<file path="src/rtl/uart_cmd_ctrl.sv">
// Command packet framer behind a UART receiver: SYNC, OP, DATA, CHK (OP ^ DATA).
// Holds each valid command until acknowledged and counts checksum/timeout errors.
module uart_cmd_ctrl #(
    parameter logic [7:0]  SYNC_BYTE = 8'hA5,
    parameter logic [15:0] TIMEOUT   = 16'd50000
) (
    input  logic       clk,
    input  logic       rst,
    input  logic [7:0] rx_byte,
    input  logic       rx_rdy,
    output logic       clr_rdy,
    output logic [7:0] cmd_op,
    output logic [7:0] cmd_data,
    output logic       cmd_vld,
    input  logic       cmd_ack,
    output logic       err_pulse,
    output logic [7:0] err_cnt
);

    typedef enum logic [2:0] {
        HUNT,
        GET_OP,
        GET_DATA,
        GET_CHK,
        HOLD
    } state_t;

    state_t      state_q, state_d;
    logic        clr_rdy_q, clr_rdy_d;
    logic [7:0]  cmd_op_q, cmd_op_d;
    logic [7:0]  cmd_data_q, cmd_data_d;
    logic        cmd_vld_q, cmd_vld_d;
    logic        err_pulse_q, err_pulse_d;
    logic [7:0]  err_cnt_q, err_cnt_d;
    logic [15:0] to_cnt_q, to_cnt_d;
    logic [7:0]  op_q, op_d;
    logic [7:0]  data_q, data_d;

    logic take;
    logic timed_out;
    logic err;

    function automatic logic [7:0] sat_inc8(input logic [7:0] v);
        sat_inc8 = (v == 8'hFF) ? v : v + 8'd1;
    endfunction

    // The clr_rdy pulse blocks a second take of the byte the receiver is still clearing.
    assign take      = rx_rdy && !clr_rdy_q && (state_q != HOLD);
    assign timed_out = (to_cnt_q == TIMEOUT - 16'd1);

    always_comb begin
        state_d     = state_q;
        clr_rdy_d   = take;
        cmd_op_d    = cmd_op_q;
        cmd_data_d  = cmd_data_q;
        cmd_vld_d   = cmd_vld_q;
        err_pulse_d = 1'b0;
        err_cnt_d   = err_cnt_q;
        to_cnt_d    = 16'd0;
        op_d        = op_q;
        data_d      = data_q;
        err         = 1'b0;

        case (state_q)
            HUNT: begin
                if (take && (rx_byte == SYNC_BYTE)) state_d = GET_OP;
            end
            GET_OP: begin
                if (take) begin
                    op_d    = rx_byte;
                    state_d = GET_DATA;
                end else if (timed_out) begin
                    err     = 1'b1;
                    state_d = HUNT;
                end else begin
                    to_cnt_d = to_cnt_q + 16'd1;
                end
            end
            GET_DATA: begin
                if (take) begin
                    data_d  = rx_byte;
                    state_d = GET_CHK;
                end else if (timed_out) begin
                    err     = 1'b1;
                    state_d = HUNT;
                end else begin
                    to_cnt_d = to_cnt_q + 16'd1;
                end
            end
            GET_CHK: begin
                if (take) begin
                    if (rx_byte == (op_q ^ data_q)) begin
                        cmd_op_d   = op_q;
                        cmd_data_d = data_q;
                        cmd_vld_d  = 1'b1;
                        state_d    = HOLD;
                    end else begin
                        err     = 1'b1;
                        state_d = HUNT;
                    end
                end else if (timed_out) begin
                    err     = 1'b1;
                    state_d = HUNT;
                end else begin
                    to_cnt_d = to_cnt_q + 16'd1;
                end
            end
            HOLD: begin
                if (cmd_ack && cmd_vld_q) begin
                    cmd_vld_d = 1'b0;
                    state_d   = HUNT;
                end
            end
            default: state_d = HUNT;
        endcase

        if (err) begin
            err_pulse_d = 1'b1;
            err_cnt_d   = sat_inc8(err_cnt_q);
        end
    end

    always_ff @(posedge clk or posedge rst) begin
        if (rst) begin
            state_q     <= HUNT;
            clr_rdy_q   <= 1'b0;
            cmd_op_q    <= 8'h00;
            cmd_data_q  <= 8'h00;
            cmd_vld_q   <= 1'b0;
            err_pulse_q <= 1'b0;
            err_cnt_q   <= 8'h00;
            to_cnt_q    <= 16'd0;
        end else begin
            state_q     <= state_d;
            clr_rdy_q   <= clr_rdy_d;
            cmd_op_q    <= cmd_op_d;
            cmd_data_q  <= cmd_data_d;
            cmd_vld_q   <= cmd_vld_d;
            err_pulse_q <= err_pulse_d;
            err_cnt_q   <= err_cnt_d;
            to_cnt_q    <= to_cnt_d;
        end
    end

    // Packet scratch bytes are only read after being written in the same packet.
    always_ff @(posedge clk) begin
        op_q   <= op_d;
        data_q <= data_d;
    end

    assign clr_rdy   = clr_rdy_q;
    assign cmd_op    = cmd_op_q;
    assign cmd_data  = cmd_data_q;
    assign cmd_vld   = cmd_vld_q;
    assign err_pulse = err_pulse_q;
    assign err_cnt   = err_cnt_q;

endmodule
</file>
<file path="config.mk">
export PLATFORM = sky130hd
export DESIGN_NAME = uart_cmd_ctrl
export DESIGN_NICKNAME = d
export VERILOG_FILES = /design/src/rtl/uart_cmd_ctrl.sv
export SDC_FILE = /design/constraint.sdc
export NUM_CORES = 1
export LEC_CHECK = 0
export BUFFER_PORTS_ARGS = -buffer_cell sky130_fd_sc_hd__buf_2
export CAP_MARGIN = 25
export CORE_MARGIN = 2
export CORE_UTILIZATION = 55
export DETAILED_ROUTE_END_ITERATION = 8
export PLACE_DENSITY_LB_ADDON = 0.12
export SYNTH_ARGS = -nofsm -noshare
export SYNTH_HDL_FRONTEND = slang
export SYNTH_SLANG_ARGS = --single-unit
export TNS_END_PERCENT = 50
</file>
<file path="constraint.sdc">
create_clock -name clk -period 3.2 [get_ports clk]
set_clock_uncertainty 0.1 [all_clocks]
set_input_delay 0.48 -clock clk [delete_from_list [all_inputs] [get_ports clk]]
set_output_delay 0.48 -clock clk [all_outputs]
set_load 0.005 [all_outputs]
</file>
==> impl_metrics.yaml, run 1 <==
global_routing:
  grt_pass1_vias: 1625
  met2_usage_pct: 26.7
  use_met1_pct: 24.1
  busiest_layer: "met2"
  overflow: 0
  met3_usage_pct: 4.98
  antenna_found_initial: 0
  grt_max_degree: 47
  grt_pass1_wl_mm: 7.93
  grt_usage_pct: 17.8
yosys:
  async_flop_share_pct: 74.2
  synth_cell_types: 37
  yosys_warnings: 0
  synth.avg_cell_area_um2: 13.5
  synth_seq_cells: 62
  synth_ff_type: "dfrtp_1"
  synth_enable_flop_cells: 16
  syn_area_um2: 2860
  synth_area_leader_cell: "dfrtp_1"
  syn-instance-count: 212
  yosys.area.top_type_share_pct: 40.3
  synth_nets: 226
  synth_seq_area_share_pct: 57.1
  synthTopCellsByArea: "dfrtp_1 40%, edfxtp_1 17%, xnor3_1 6.3%"
setup_path:
  path_class: "flip-flop to flip-flop"
  worstSetupEndpointType: "flip-flop"
  cp.arrival_ps: 2580
  required_ps: 3290
  path_max_fanout: 12
  start_kind: "flip-flop"
sta:
  fin_setup_tns_ps: 0
  rsz0062_at_grt: "no"
  hold_viol: 0
  setup_violations: 0
  worstMarginPinSlew_ps: 750
  hold-worst-slack_ps: 224
  fin_crit_sh_pct: 77.8
  max_freq_mhz: 402
  drv_slew: 0
  maxSlewHeadroom_pct: 49.8
  period_minus_slack_ps: 2490
clocking:
  cts_root_buf: "clkbuf_8"
  cts-buffers-inserted: 9
  cts_tree: "built"
  htreeDepth: 3
  clkSinkCount: 62
  ctsResizeCount: 0
  clk_pin_slew_ps: 70
  clk_latency_ps: 340
  ctsHoldBuffers: 0
  clockBufferDepth: 2
  post-cts-setup-buffers: 0
routing:
  wirelength_mm: 4.81
  routedWlPerCell_um: 14.3
  drc: 0
  drtPass1Iterations: 4
  drt_iter0_markers: 111
  drtAntennaViolNets: 0
  num_vias: 1745
  vias_per_cell: 5.18
floorplanning:
  row_count: 26
  core-area_um2: 5070
  start_util_pct: 56.3
  die_w_um: 76.1
  dieArea_um2: 5790
  io_pins: 39
  die_h_um: 76.1
placed_design:
  io_buffer_count: 38
  place.gp.congestion: 0.763
  dp.cells: 319
  dp_hpwl_mm: 3.30
min_path:
  hold_class: "primary input to flip-flop"
power:
  power.density_nw_per_um2: 573
  ir_drop_uv: 411
  power.leakage_uw: 0.00157
finish:
  antennaDiodeCount: 0
  multi_input_area_um2: 1170
  layout.nets: 276
  fill_cells: 394
  area_growth_pct: 18.4
  seqCellArea_um2: 1630
  final-instance-count-excl-fill: 337
  layout-drive-gt1-share_pct: 31.5
status:
  status: "complete, no violations"
flow_run:
  drv_cap: 0
## cell usage in the layout, fill, tap and decap left out, types with 5 or more instances in the layout
cell type and instances:
xnor2_1 10, mux2_4 8, clkbuf_8 10, nor2_1 28
buf_4 5, nand3_1 5, dfrtp_1 46, nand4_1 6
inv_1 5, a21oi_1 5, mux2_2 10, edfxtp_1 16
xor2_1 10, nand2_1 13, buf_2 38, xnor3_1 8
## routing by layer
layer	routed length (um)	vias to the layer above
met4	95	0
met2	2290	33
li1	-	854
met3	180	10
met1	2240	848
met5	0	-
## sequential cells by signal (all words and copies together), names as in the netlist
name,count
err_cnt,8
state_q,3
clr_rdy,1
err_pulse,1
to_cnt_q,16
op_q,8
data_q,8
cmd_data,8
cmd_op,8
cmd_vld,1
## per-stage QoR
step | util (%) | setup WS [ps] | power (uW) | instance area [um^2]
2_1_floorplan | - | 761 | 1110 | 2860
3_3_place_gp | 61.8 | 727 | 1190 | 3140
3_5_place_dp | 61.8 | 698 | 1200 | 3140
4_1_cts | 66.1 | 738 | 1950 | 3350
5_1_grt | 66.7 | 487 | 2020 | 3380
6_report | 66.7 | 711 | 1940 | 3380
## cells in the mapped netlist, drive strengths merged, types with 2 or more instances
library cell   n
a2111oi        4
xnor2         10
buf            2
mux2          18
nor4b          2
nand2b         2
inv            6
a211oi         2
xor2          10
and4           2
or4bb          2
nand2         13
edfxtp        16
clkbuf         4
ha             2
and3           2
nor4bb         2
dfrtp         46
xnor3          8
nor2          28
nor3           3
nor4           2
a21oi          5
nand3          5
o21ai          2
nand4          6
## critical path: stages, from the launching register on
cell and delay, ps:
dfrtp_1 480, nor3b_1 230, nor2_1 600, o211ai_2 280
a2111oi_1 540, xor2_1 120
## logic make-up (layout without fill, tap and decap cells)
family,Yosys count,after routing,share of synthesized area [%]
multiplexers,18,18,8.15
flip-flops,62,62,57.1
AO/OA/AOI/OAI,17,17,4.86
adder cells (fa/ha/maj),2,2,0.876
buffers and inverters,12,67,2.01
XOR/XNOR,28,28,12.4
AND/OR/NAND/NOR,73,73,14.5
## path summary, 6_finish.rpt
path                             startpoint     endpoint  slack, ps  cells after the start
worst min-delay path                cmd_ack      cmd_vld        220                      2
min in group asynchronous               rst    cmd_op[4]        510                      3
worst max-delay path             state_q[2]   err_cnt[3]        710                      5
worst max register to register   state_q[2]   err_cnt[3]        710                      5
worst min register to register  to_cnt_q[0]  to_cnt_q[0]        360                      1
max in group asynchronous               rst      cmd_vld       2030                      4
## cell type report
cell class,count,share of cell area (%)
Clock inverter,4,2.11
Tap cell,70,2.59
Clock buffer,12,4.29
Multi-Input combinational cell,138,34.5
Timing Repair Buffer,45,7.62
Inverter,6,0.666
Sequential cell,62,48.2
## power by group
group / internal (uW) / switching (uW) / leakage [uW] / total, uW
clock network: 458 / 296 / 0.000104 / 754
logic: 108 / 150 / 0.000692 / 259
registers: 871 / 54.5 / 0.000777 / 926
Power figures use the tool's default switching activity.
==> run 2, diff against run 1 <==
--- a/config.mk
+++ b/config.mk
@@ -5,10 +5,11 @@
 export SDC_FILE = /design/constraint.sdc
 export NUM_CORES = 1
 export LEC_CHECK = 0
+export ABC_AREA = 1
 export BUFFER_PORTS_ARGS = -buffer_cell sky130_fd_sc_hd__buf_2
 export CAP_MARGIN = 25
 export CORE_MARGIN = 2
-export CORE_UTILIZATION = 55
+export CORE_UTILIZATION = 52
 export DETAILED_ROUTE_END_ITERATION = 8
 export PLACE_DENSITY_LB_ADDON = 0.12
 export SYNTH_ARGS = -nofsm -noshare
==> constraint.sdc (replaced) <==
create_clock -name clk -period 2.1 [get_ports clk]
set_clock_uncertainty 0.1 [all_clocks]
set_input_delay 0.315 -clock clk [delete_from_list [all_inputs] [get_ports clk]]
set_output_delay 0.315 -clock clk [all_outputs]
set_load 0.005 [all_outputs]
==> run 2 against run 1 <==
  * Synthesized cell count up 67%
  * Wire length up 20%
  * Die area rose by 13%
  * Critical path depth grew 5
  * Count of clock-buffer cells in the layout decreased by 2
  * Sequential share of layout area down 3.2 points
  * Via count increased by 38%
  * Power increased by 69%
  * Clock power rose by 87%
  * Worst setup slack got worse by 490 ps
==> impl_metrics.yaml, run 2 <==
status:
  status: "complete, no violations"
routing:
  drtPass1Iterations: 4
  wirelength_mm: 5.79
  num_vias: 2404
  vias_per_cell: 5.00
  drtAntennaViolNets: 0
  drc: 0
  drt_iter0_markers: 102
  routedWlPerCell_um: 12.0
yosys:
  synth_seq_area_share_pct: 53.2
  synth_ff_type: "dfrtp_1"
  synth.avg_cell_area_um2: 8.64
  synth_cell_types: 39
  yosysMostFrequentCell: "nand2_1"
  async_flop_share_pct: 74.2
  synth_common_cells: "109 x nand2_1, 46 x dfrtp_1, 43 x inv_1"
  yosys_warnings: 0
  yosys.area.top_type_share_pct: 37.5
  synth_seq_cells: 62
  synth_area_leader_cell: "dfrtp_1"
  synthTopCellsByArea: "dfrtp_1 38%, edfxtp_1 16%, nand2_1 13%"
  syn-instance-count: 355
  syn_area_um2: 3070
  synth_nets: 369
  synth_enable_flop_cells: 16
sta:
  max_freq_mhz: 532
  hold-worst-slack_ps: 9.32
  period_minus_slack_ps: 1880
  rsz0062_at_grt: "no"
  drv_slew: 0
  worstMarginPinSlew_ps: 697
  fin_setup_tns_ps: 0
  hold_viol: 0
  maxSlewHeadroom_pct: 53.5
  fin_crit_sh_pct: 89.6
  setup_violations: 0
finish:
  largest-register: "to_cnt_q"
  final_core_util_pct: 64.6
  largest_reg_flops: 16
  layout_commonest_cell: "nand2_1"
  layout.nets: 418
  layout-drive-gt1-share_pct: 19.1
  antennaDiodeCount: 0
  mostFrequentLayoutCells: "109 x nand2_1, 46 x dfrtp_1, 42 x inv_1"
  fill_cells: 472
  area_growth_pct: 18.1
floorplanning:
  dieArea_um2: 6530
  die_h_um: 80.8
  io_pins: 39
  row_count: 27
  core-area_um2: 5610
  die_w_um: 80.8
  start_util_pct: 54.7
setup_path:
  worstSetupEndpointType: "flip-flop"
  cp.arrival_ps: 2010
  path_class: "flip-flop to flip-flop"
  timing.rr.start: "to_cnt_q[0]"
  start_kind: "flip-flop"
  path_max_fanout: 10
  required_ps: 2220
  crit_start: "to_cnt_q[0]"
clocking:
  cts_root_buf: "clkbuf_8"
  clk_latency_ps: 340
  clockBufferDepth: 2
  ctsHoldBuffers: 0
  clkSinkCount: 62
  ctsResizeCount: 0
  cts-buffers-inserted: 9
  clk_pin_slew_ps: 70
  htreeDepth: 3
  post-cts-setup-buffers: 0
  cts_tree: "built"
placed_design:
  place.gp.congestion: 0.856
  io_buffer_count: 38
  dp_hpwl_mm: 4.04
power:
  power.leakage_uw: 0.00177
  ir_drop_uv: 724
  power.density_nw_per_um2: 906
flow_run:
  drv_cap: 0
global_routing:
  grt_pass1_wl_mm: 9.93
  overflow: 0
  grt_max_degree: 47
  antenna_found_initial: 0
  grt_pass1_vias: 2286
  grt_usage_pct: 20.2
min_path:
  hold_class: "primary input to asynchronous set/reset pin"
run 2: per-layer routing:
metal	vias to the layer above	GRT usage (%)	wire, um
met5	-	0	0
li1	1264	-	-
met2	48	32.5	2710
met1	1079	24.5	2650
met3	13	5.67	277
met4	0	11.4	155
run 2: through the flow:
step	power [uW]	setup slack [ps]	area [um^2]	std cells
floorplan	1760	93.9	3070	355
global placement	1890	304	3350	465
detailed placement	1900	229	3350	465
CTS	3320	222	3620	481
global route	3460	40.7	3620	481
finish	3280	219	3620	481
run 2: path summary, 6_finish.rpt:
check                      slack [ps]     endpoint  cells after the start
min in group clk                  100    data_q[4]                      1
setup reg to reg                  220   err_cnt[4]                     10
max in group asynchronous        1500   err_cnt[0]                      3
hold / removal                      9    cmd_op[6]                      3
setup / recovery                  220   err_cnt[4]                     10
hold reg to reg                   370  to_cnt_q[0]                      1
run 2: cell type report:
type | instances | area, um^2 | share of cell area (%)
well taps | 72 | 90.1 | 2.49
flip-flops and latches | 62 | 1630 | 45.0
multi-input cells | 243 | 1230 | 34.1
clock buffers | 10 | 138 | 3.80
inverters | 46 | 175 | 4.84
repair buffers | 42 | 220 | 6.08
clock inverters | 6 | 133 | 3.66
run 2: logic make-up (layout without fill, tap and decap cells):
kind of cell	Yosys count	in the layout	share of synthesized area, %
AND/OR/NAND/NOR	202	202	30.8
flip-flops	62	62	53.2
buffers and inverters	50	104	6.57
AO/OA/AOI/OAI	29	29	5.79
XOR/XNOR	10	10	2.86
adder cells (fa/ha/maj)	2	2	0.816
run 2: worst max-delay path, stage by stage (launching register included):
cell     delay (ps)
dfrtp_1         380
ha_1            180
nand2_1         100
nor2_4          120
inv_2            50
nor2_4          130
nand3_2          90
a21oi_4         300
nand3_4         170
nand2_1          90
nand2_1          50
run 2: report_power, final:
part / internal [uW] / total (uW) / switching (uW) / leakage (uW)
combinational: 160 / 462 / 302 / 0.000854
sequential: 1340 / 1410 / 78.2 / 0.000779
clock: 939 / 1410 / 467 / 0.000132
total: 2430 / 3280 / 847 / 0.00177
